`src/rtl/seq_alu.sv`:
```
// seq_alu: registered valid/ready ALU with an iterative restoring divider (one quotient bit per cycle).
// Optional feature macro: SEQ_ALU_ROTATE_EN adds ROL (1010) and ROR (1011); otherwise 1010-1111 are illegal.
module seq_alu #(
    parameter int WIDTH = 8
) (
    input  logic             clk,
    input  logic             rst_n,
    input  logic             in_valid,
    output logic             in_ready,
    input  logic [WIDTH-1:0] a,
    input  logic [WIDTH-1:0] b,
    input  logic [3:0]       alu_sel,
    output logic             out_valid,
    input  logic             out_ready,
    output logic [WIDTH-1:0] result,
    output logic [WIDTH-1:0] quotient,
    output logic [WIDTH-1:0] remainder,
    output logic             carry,
    output logic             overflow,
    output logic             zero,
    output logic             div_by_zero,
    output logic             illegal_op
);
    localparam int SW = $clog2(WIDTH);

    localparam logic [1:0] S_IDLE = 2'd0;
    localparam logic [1:0] S_DIV  = 2'd1;
    localparam logic [1:0] S_HOLD = 2'd2;

    localparam logic [3:0] OP_ADD = 4'b0000;
    localparam logic [3:0] OP_SUB = 4'b0001;
    localparam logic [3:0] OP_MUL = 4'b0010;
    localparam logic [3:0] OP_DIV = 4'b0011;
    localparam logic [3:0] OP_AND = 4'b0100;
    localparam logic [3:0] OP_OR  = 4'b0101;
    localparam logic [3:0] OP_XOR = 4'b0110;
    localparam logic [3:0] OP_NOT = 4'b0111;
    localparam logic [3:0] OP_SHL = 4'b1000;
    localparam logic [3:0] OP_SHR = 4'b1001;
`ifdef SEQ_ALU_ROTATE_EN
    localparam logic [3:0] OP_ROL = 4'b1010;
    localparam logic [3:0] OP_ROR = 4'b1011;
`endif

    logic [1:0]       state_q, state_d;
    logic             out_valid_q, out_valid_d;
    logic [WIDTH-1:0] result_q, result_d, quot_q, quot_d, rem_q, rem_d;
    logic             carry_q, carry_d, ovf_q, ovf_d, zero_q, zero_d;
    logic             dbz_q, dbz_d, ill_q, ill_d;
    logic [WIDTH-1:0] wq_q, wq_d, wr_q, wr_d, dvs_q, dvs_d;
    logic [SW-1:0]    cnt_q, cnt_d;

    logic [SW-1:0]      sh;
    logic [WIDTH:0]     sum, diff, shl_w, shr_w;
    logic [2*WIDTH-1:0] prod;
    logic [WIDTH-1:0]   op_res, op_quot, op_rem;
    logic               op_carry, op_ovf, op_dbz, op_ill;
    logic               accept, div_start;

    assign sh    = b[SW-1:0];
    assign sum   = {1'b0, a} + {1'b0, b};
    assign diff  = {1'b0, a} - {1'b0, b};
    assign prod  = {{WIDTH{1'b0}}, a} * {{WIDTH{1'b0}}, b};
    // Extra bit on each shift catches the last bit shifted out; it is 0 when sh is 0.
    assign shl_w = {1'b0, a} << sh;
    assign shr_w = {a, 1'b0} >> sh;

    always_comb begin
        op_res   = '0;
        op_quot  = '0;
        op_rem   = '0;
        op_carry = 1'b0;
        op_ovf   = 1'b0;
        op_dbz   = 1'b0;
        op_ill   = 1'b0;
        case (alu_sel)
            OP_ADD: begin
                op_res   = sum[WIDTH-1:0];
                op_carry = sum[WIDTH];
                op_ovf   = (a[WIDTH-1] == b[WIDTH-1]) && (sum[WIDTH-1] != a[WIDTH-1]);
            end
            OP_SUB: begin
                op_res   = diff[WIDTH-1:0];
                op_carry = diff[WIDTH];
                op_ovf   = (a[WIDTH-1] != b[WIDTH-1]) && (diff[WIDTH-1] != a[WIDTH-1]);
            end
            OP_MUL: begin
                op_res = prod[WIDTH-1:0];
                op_ovf = |prod[2*WIDTH-1:WIDTH];
            end
            OP_DIV: begin
                op_res  = '1;
                op_quot = '1;
                op_rem  = a;
                op_dbz  = 1'b1;
            end
            OP_AND: op_res = a & b;
            OP_OR:  op_res = a | b;
            OP_XOR: op_res = a ^ b;
            OP_NOT: op_res = ~a;
            OP_SHL: begin
                op_res   = shl_w[WIDTH-1:0];
                op_carry = shl_w[WIDTH];
            end
            OP_SHR: begin
                op_res   = shr_w[WIDTH:1];
                op_carry = shr_w[0];
            end
`ifdef SEQ_ALU_ROTATE_EN
            OP_ROL: op_res = WIDTH'(({a, a} << sh) >> WIDTH);
            OP_ROR: op_res = WIDTH'({a, a} >> sh);
`endif
            default: op_ill = 1'b1;
        endcase
    end

    logic [WIDTH:0]   dv_shift, dv_trial;
    logic             dv_ge;
    logic [WIDTH-1:0] dv_q_nxt, dv_r_nxt;

    assign dv_shift = {wr_q, wq_q[WIDTH-1]};
    assign dv_trial = dv_shift - {1'b0, dvs_q};
    assign dv_ge    = ~dv_trial[WIDTH];
    assign dv_q_nxt = {wq_q[WIDTH-2:0], dv_ge};
    assign dv_r_nxt = dv_ge ? dv_trial[WIDTH-1:0] : dv_shift[WIDTH-1:0];

    assign in_ready  = (state_q == S_IDLE) || ((state_q == S_HOLD) && out_ready);
    assign accept    = in_valid && in_ready;
    assign div_start = (alu_sel == OP_DIV) && (b != '0);

    always_comb begin
        // NOTE: every _d starts from its _q so no branch can infer a latch.
        state_d     = state_q;
        out_valid_d = out_valid_q;
        result_d    = result_q;
        quot_d      = quot_q;
        rem_d       = rem_q;
        carry_d     = carry_q;
        ovf_d       = ovf_q;
        zero_d      = zero_q;
        dbz_d       = dbz_q;
        ill_d       = ill_q;
        wq_d        = wq_q;
        wr_d        = wr_q;
        dvs_d       = dvs_q;
        cnt_d       = cnt_q;
        case (state_q)
            S_DIV: begin
                wq_d  = dv_q_nxt;
                wr_d  = dv_r_nxt;
                cnt_d = cnt_q - SW'(1);
                if (cnt_q == '0) begin
                    state_d     = S_HOLD;
                    out_valid_d = 1'b1;
                    result_d    = dv_q_nxt;
                    quot_d      = dv_q_nxt;
                    rem_d       = dv_r_nxt;
                    carry_d     = 1'b0;
                    ovf_d       = 1'b0;
                    zero_d      = (dv_q_nxt == '0);
                    dbz_d       = 1'b0;
                    ill_d       = 1'b0;
                end
            end
            S_IDLE, S_HOLD: begin
                if ((state_q == S_HOLD) && out_ready) begin
                    state_d     = S_IDLE;
                    out_valid_d = 1'b0;
                end
                if (accept) begin
                    if (div_start) begin
                        state_d     = S_DIV;
                        out_valid_d = 1'b0;
                        wq_d        = a;
                        wr_d        = '0;
                        dvs_d       = b;
                        cnt_d       = SW'(WIDTH - 1);
                    end else begin
                        state_d     = S_HOLD;
                        out_valid_d = 1'b1;
                        result_d    = op_res;
                        quot_d      = op_quot;
                        rem_d       = op_rem;
                        carry_d     = op_carry;
                        ovf_d       = op_ovf;
                        zero_d      = (op_res == '0);
                        dbz_d       = op_dbz;
                        ill_d       = op_ill;
                    end
                end
            end
            default: begin
                state_d     = S_IDLE;
                out_valid_d = 1'b0;
            end
        endcase
    end

    // NOTE: non-blocking assignments only here; all next-state decisions are made in always_comb.
    always_ff @(posedge clk or negedge rst_n) begin
        if (!rst_n) begin
            state_q     <= S_IDLE;
            out_valid_q <= 1'b0;
            result_q    <= '0;
            quot_q      <= '0;
            rem_q       <= '0;
            carry_q     <= 1'b0;
            ovf_q       <= 1'b0;
            zero_q      <= 1'b0;
            dbz_q       <= 1'b0;
            ill_q       <= 1'b0;
            // NOTE: divider working registers are reset as well, so an aborted division leaves no residue.
            wq_q        <= '0;
            wr_q        <= '0;
            dvs_q       <= '0;
            cnt_q       <= '0;
        end else begin
            state_q     <= state_d;
            out_valid_q <= out_valid_d;
            result_q    <= result_d;
            quot_q      <= quot_d;
            rem_q       <= rem_d;
            carry_q     <= carry_d;
            ovf_q       <= ovf_d;
            zero_q      <= zero_d;
            dbz_q       <= dbz_d;
            ill_q       <= ill_d;
            wq_q        <= wq_d;
            wr_q        <= wr_d;
            dvs_q       <= dvs_d;
            cnt_q       <= cnt_d;
        end
    end

    assign out_valid   = out_valid_q;
    assign result      = result_q;
    assign quotient    = quot_q;
    assign remainder   = rem_q;
    assign carry       = carry_q;
    assign overflow    = ovf_q;
    assign zero        = zero_q;
    assign div_by_zero = dbz_q;
    assign illegal_op  = ill_q;

endmodule

```
`config.mk`:
```
export PLATFORM = sky130hd
export DESIGN_NAME = seq_alu
export DESIGN_NICKNAME = d
export VERILOG_FILES = /design/src/rtl/seq_alu.sv
export SDC_FILE = /design/constraint.sdc
export NUM_CORES = 1
export LEC_CHECK = 0
export ABC_AREA = 1
export CORE_ASPECT_RATIO = 1.5
export CORE_MARGIN = 4
export CORE_UTILIZATION = 50
export CTS_CLUSTER_DIAMETER = 80
export DETAILED_ROUTE_END_ITERATION = 8
export PLACE_DENSITY = 0.73
export SYNTH_ARGS = -nofsm -noshare
export SYNTH_HDL_FRONTEND = slang
export SYNTH_SLANG_ARGS = --single-unit
```
`constraint.sdc`:
```
create_clock -name clk -period 2.15 [get_ports clk]
set_clock_uncertainty 0.2 [all_clocks]
set_input_delay 0.3225 -clock clk [delete_from_list [all_inputs] [get_ports clk]]
set_output_delay 0.3225 -clock clk [all_outputs]
set_load 0.005 [all_outputs]
```
==> implementation parameters <==
Parameter                              Value

CTS
  H-tree depth ... 3
  Clk buf depth ... 2
  Clock network latency to the later pin of the worst-skew pair ... 0.33 ns
  Total clock buffers created by CTS ... 9
  Clock edge transition at the registers on the reported setup and hold paths ... 0.05 ns
  Clock root buffer ... sky130_fd_sc_hd__clkbuf_16
  TritonCTS Sinks ... 58
  TritonCTS clock tree ... yes

Worst setup path
  FF-to-FF setup slack ... -0.34 ns
  Capture instance of the worst register-to-register path ... zero
  Reg-to-Reg Start ... wq_q[7]
  Worst Reg-to-Reg Cells ... 14
  Setup CP Type ... in -> reg
  Crit path required time ... 2.16 ns
  Worst EP arrival ... 4.04 ns
  Critical Path Sink Type ... register
  Worst-path maximum fanout ... 5
  Category of the worst setup path launch point ... input pin

Worst hold path
  Startpoint of the tightest hold check path ... a[3]
  Hold crit path type ... in -> reg
  Endpoint, Worst Hold ... wq_q[3]
  Min-Delay Path Depth ... 4

Pwr
  Power Dens Cells ... 958 nW/um^2
  Clk pwr share ... 14.1%
  Share of power burned in registers ... 17.3%
  Switching fraction of total power ... 44.2%
  Highest ir drop seen on vdd ... 0.00102 V
  Switching power ... 4.61 mW
  Cell internal power dissipation ... 5.81 mW
  Share of total power in combinational logic ... 68.7%
  P_leak ... 5.73 nW

Die
  Placeable core area ... 14100 um^2
  Total die area ... 16500 um^2
  Effective utilization at floorplan ... 51.3%
  Height of the chip ... 155 um
  Die extent in x ... 106 um
  I/O pin count ... 55
  Row count ... 53

Global routing
  Global route overflow ... 0
  Maximum number of pins on one net before global-route repair ... 59
  Antenna violations before repair ... 0
  All-layer global routing usage ... 33.1%
  Global-route wire length before repair ... 42.5 mm
  Via count of the first global-routing pass ... 8629

Timing
  Worst slew margin ... 64.5%
  Transition time of the tightest slew-check pin ... 0.531 ns
  Fraction of the cycle the final worst path needs ... 187%
  Final TNS setup ... -15.82 ns
  Final count of negative-setup-slack endpoints ... 28
  Highest achievable clock rate ... 0.248 GHz
  Final count of pins violating max slew ... 0
  RSZ-0062 raised after global routing ... yes
  Post-layout minimum cycle time ... 4.03 ns
  Smallest setup slack after layout ... -1.88 ns
  Number of hold violations in the final report ... 0

Logic synthesis
  Post-synthesis instance area ... 7250 um^2
  Fraction of the mapped netlist area in adder cells ... 23.0%
  Mapped Cells ... 1089
  Portion of the post-synthesis area used by sequential elements ... 20.0%
  Net count after synthesis ... 1223
  Yosys Warn Count ... 0
  Synth Area in Compound Gates ... 10.8%
  Synth cell types ... 38
  Combinational family with the most area after synthesis ... simple AND/OR/NAND/NOR gates
  Simple-gate portion of the synthesized area ... 32.2%
  Mux cell area share after synthesis ... 0%
  Xor/xnor share of the synthesized area ... 0.967%
  Synthesized area per cell ... 6.65 um^2
  Count of state elements after synthesis ... 58

Cells and area
  Non-filler cells, final ... 1526
  Number of nets in the layout ... 1463
  Number of diodes added for antenna fixing ... 0
  Area growth syn-to-layout ... 50.0%
  Layout Cell Area excl Fill ... 10900 um^2
  Layout cell share with drive strength beyond 1 ... 34.3%
  Total of fill cells in the finished design ... 1063

Drt
  Total number of vias ... 8398
  Detail-routed net length per standard cell ... 18.2 um
  Via density ... 5.50
  1st-pass router iterations ... 7
  Count of unresolved DRC violations after routing ... 0
  Number of routed nets with antenna violations ... 0
  Final Routed Wirelength ... 27.8 mm
  Number of DRC markers in iteration 0 ... 519

Outcome
  Run status ... finished, violations left
  Violated checks ... setup timing

Placed design
  Post-DP Area ... 9460 um^2
  Input/output buffers ... 54
  Placer Congestion ... 1.07
  Hpwl dp ... 20.3 mm
  Instance count after placement with tap cells included ... 1482

Job
  Max-cap violation count ... 0
## cells by family (layout without fill, tap and decap cells)
| family | after synthesis | in the layout |
|---|---|---|
| AOI/OAI and AO/OA | 143 | 143 |
| xor gates and xnor gates | 8 | 8 |
| adders and majority gates | 110 | 110 |
| buffers and inverters | 226 | 471 |
| DFF | 58 | 58 |
| and+or+nand+nor | 544 | 544 |
## registers in the layout, summed over array words and instances, names as in the netlist
signal and flops:
dvs_q 8, quotient 8, remainder 8, result 8, wq_q 8, wr_q 8, cnt_q 3, state_q 2
carry 1, div_by_zero 1, illegal_op 1, overflow 1, zero 1
## cells in the final DEF, fill, tap and decap left out, types with 6 or more instances in the layout
cell type / instances
sky130_fd_sc_hd__nand3_1: 74
sky130_fd_sc_hd__buf_12: 10
sky130_fd_sc_hd__o21ai_0: 26
sky130_fd_sc_hd__a21oi_1: 45
sky130_fd_sc_hd__o21ai_2: 10
sky130_fd_sc_hd__inv_4: 6
sky130_fd_sc_hd__nand3_2: 14
sky130_fd_sc_hd__fa_2: 7
sky130_fd_sc_hd__nand3b_1: 8
sky130_fd_sc_hd__nor2_1: 86
sky130_fd_sc_hd__fa_1: 32
sky130_fd_sc_hd__clkdlybuf4s50_1: 33
sky130_fd_sc_hd__inv_1: 142
sky130_fd_sc_hd__nor2_4: 7
sky130_fd_sc_hd__nand2_2: 37
sky130_fd_sc_hd__nor2_2: 15
sky130_fd_sc_hd__nand4_1: 11
sky130_fd_sc_hd__o211ai_1: 7
sky130_fd_sc_hd__a21oi_2: 18
sky130_fd_sc_hd__nand2_1: 265
sky130_fd_sc_hd__inv_2: 36
sky130_fd_sc_hd__ha_4: 25
sky130_fd_sc_hd__a31oi_1: 8
sky130_fd_sc_hd__ha_1: 45
sky130_fd_sc_hd__dfrtp_1: 57
sky130_fd_sc_hd__nand2_4: 13
sky130_fd_sc_hd__buf_6: 32
sky130_fd_sc_hd__nand3_4: 6
sky130_fd_sc_hd__buf_4: 178
sky130_fd_sc_hd__o21ai_1: 9
sky130_fd_sc_hd__clkbuf_16: 9
## routing by layer
layer	wire length (um)	share of wire, %	vias up	GRT usage, %
met2	14700	53	365	61.3
li1	-	-	3912	-
met5	0	0	-	0
met3	1230	4.4	152	3.57
met1	9020	32	3969	31.7
met4	2790	10	0	28.9
## how the worst max path moves through the flow
stage	start	endpoint	slack, ns	depth (start not counted)
floorplan	b[3]	overflow	-1.81	24
global placement	b[4]	overflow	-2.70	21
detailed placement	a[3]	overflow	-2.80	25
CTS	b[2]	overflow	-1.92	25
global route	b[6]	overflow	-2.08	25
finish	b[6]	overflow	-1.88	27
## stage by stage
step,util [%],power (mW),hold WS [ns],setup WS [ns]
after global routing,77.0,11.1,0.261,-2.08
final,77.0,10.4,0.266,-1.88
after global placement,67.0,7.09,0.147,-2.70
after CTS,74.5,9.89,0.251,-1.92
after detailed placement,67.0,7.23,0.145,-2.80
after floorplan,-,5.07,-0.173,-1.81
## cells in the mapped netlist
cell                       instances  share of area [%]
sky130_fd_sc_hd__o21ai_1           9               0.62
sky130_fd_sc_hd__a21oi_1          67                4.6
sky130_fd_sc_hd__nor4_1            1              0.086
sky130_fd_sc_hd__nand4_1          11               0.95
sky130_fd_sc_hd__nand2_1         306                 16
sky130_fd_sc_hd__o21bai_1          3               0.31
sky130_fd_sc_hd__buf_4             5               0.52
sky130_fd_sc_hd__inv_1           175                9.1
sky130_fd_sc_hd__o21ai_0          36                2.5
sky130_fd_sc_hd__nor3_2            1               0.14
sky130_fd_sc_hd__o32ai_1           1               0.12
sky130_fd_sc_hd__nand3_1          94                6.5
sky130_fd_sc_hd__a22oi_1           2               0.21
sky130_fd_sc_hd__xnor2_1           2               0.24
sky130_fd_sc_hd__dfrtp_1          58                 20
sky130_fd_sc_hd__nor3_1            4               0.28
sky130_fd_sc_hd__fa_1             39                 11
sky130_fd_sc_hd__nor2_4            2               0.31
sky130_fd_sc_hd__o211ai_1          7               0.73
sky130_fd_sc_hd__xor2_1            6               0.73
sky130_fd_sc_hd__inv_2             8               0.41
sky130_fd_sc_hd__nand3b_1          8               0.83
sky130_fd_sc_hd__or2_2             1              0.086
sky130_fd_sc_hd__a31oi_1          10               0.86
sky130_fd_sc_hd__ha_1             71                 12
sky130_fd_sc_hd__clkbuf_1          8               0.41
sky130_fd_sc_hd__a21oi_2           1               0.12
sky130_fd_sc_hd__o22ai_1           1              0.086
sky130_fd_sc_hd__inv_4             1              0.086
sky130_fd_sc_hd__nor3b_2           1               0.17
sky130_fd_sc_hd__nor2_2            7               0.60
sky130_fd_sc_hd__o21ai_2           3               0.36
sky130_fd_sc_hd__buf_2            24                1.7
sky130_fd_sc_hd__nand2_4           7                1.1
sky130_fd_sc_hd__nand2_2           2               0.17
sky130_fd_sc_hd__buf_6             5               0.78
sky130_fd_sc_hd__a21o_1            3               0.31
sky130_fd_sc_hd__nor2_1           99                5.1
## power groups by stage
stage / combinational [mW] / sequential (mW) / clock, mW
after global routing: 7.75 / 1.85 / 1.52
after floorplan: 3.34 / 1.73 / 0
after detailed placement: 5.46 / 1.77 / 0
after global placement: 5.34 / 1.76 / 0
after CTS: 6.66 / 1.77 / 1.46
final: 7.15 / 1.80 / 1.47
## area by class of cell
type / count / area, um^2 / share of cell area (%)
multi-input cells: 805 / 5740 / 52.8
repair buffers: 271 / 2430 / 22.3
flip-flops and latches: 58 / 1450 / 13.4
inverters: 184 / 706 / 6.49
clock buffers: 12 / 256 / 2.36
well taps: 192 / 240 / 2.21
clock inverters: 4 / 50.0 / 0.460
## worst max-delay path: stages
cell and delay (ns):
sky130_fd_sc_hd__buf_6 0.10, sky130_fd_sc_hd__buf_6 0.12, sky130_fd_sc_hd__buf_4 0.13, sky130_fd_sc_hd__nand2_1 0.05, sky130_fd_sc_hd__inv_1 0.05, sky130_fd_sc_hd__fa_1 0.50
sky130_fd_sc_hd__inv_1 0.05, sky130_fd_sc_hd__fa_1 0.50, sky130_fd_sc_hd__inv_1 0.05, sky130_fd_sc_hd__fa_1 0.53, sky130_fd_sc_hd__ha_4 0.22, sky130_fd_sc_hd__ha_4 0.26
sky130_fd_sc_hd__nand2_1 0.07, sky130_fd_sc_hd__nand2_2 0.06, sky130_fd_sc_hd__buf_4 0.14, sky130_fd_sc_hd__a21oi_4 0.13, sky130_fd_sc_hd__nand2_2 0.07, sky130_fd_sc_hd__nand2_2 0.06
sky130_fd_sc_hd__nand2_1 0.05, sky130_fd_sc_hd__nand2_1 0.06, sky130_fd_sc_hd__nand2_1 0.05, sky130_fd_sc_hd__nor2_1 0.11, sky130_fd_sc_hd__nand3_1 0.12, sky130_fd_sc_hd__nand2_1 0.08
sky130_fd_sc_hd__nand2_1 0.06, sky130_fd_sc_hd__nand2_1 0.06, sky130_fd_sc_hd__nand2_1 0.04
## what timing repair did
item / CTS / global route
buffers inserted: 22 / 15
endpoints found under the hold margin: 58 / 0
gates resized for setup: 224 / 101
cloned: 2 / 0
hold buffers: 1 / 0
setup endpoints to repair: 58 / 57
pin swaps: 91 / 79
No activity file was read; power rests on OpenSTA's default activity.
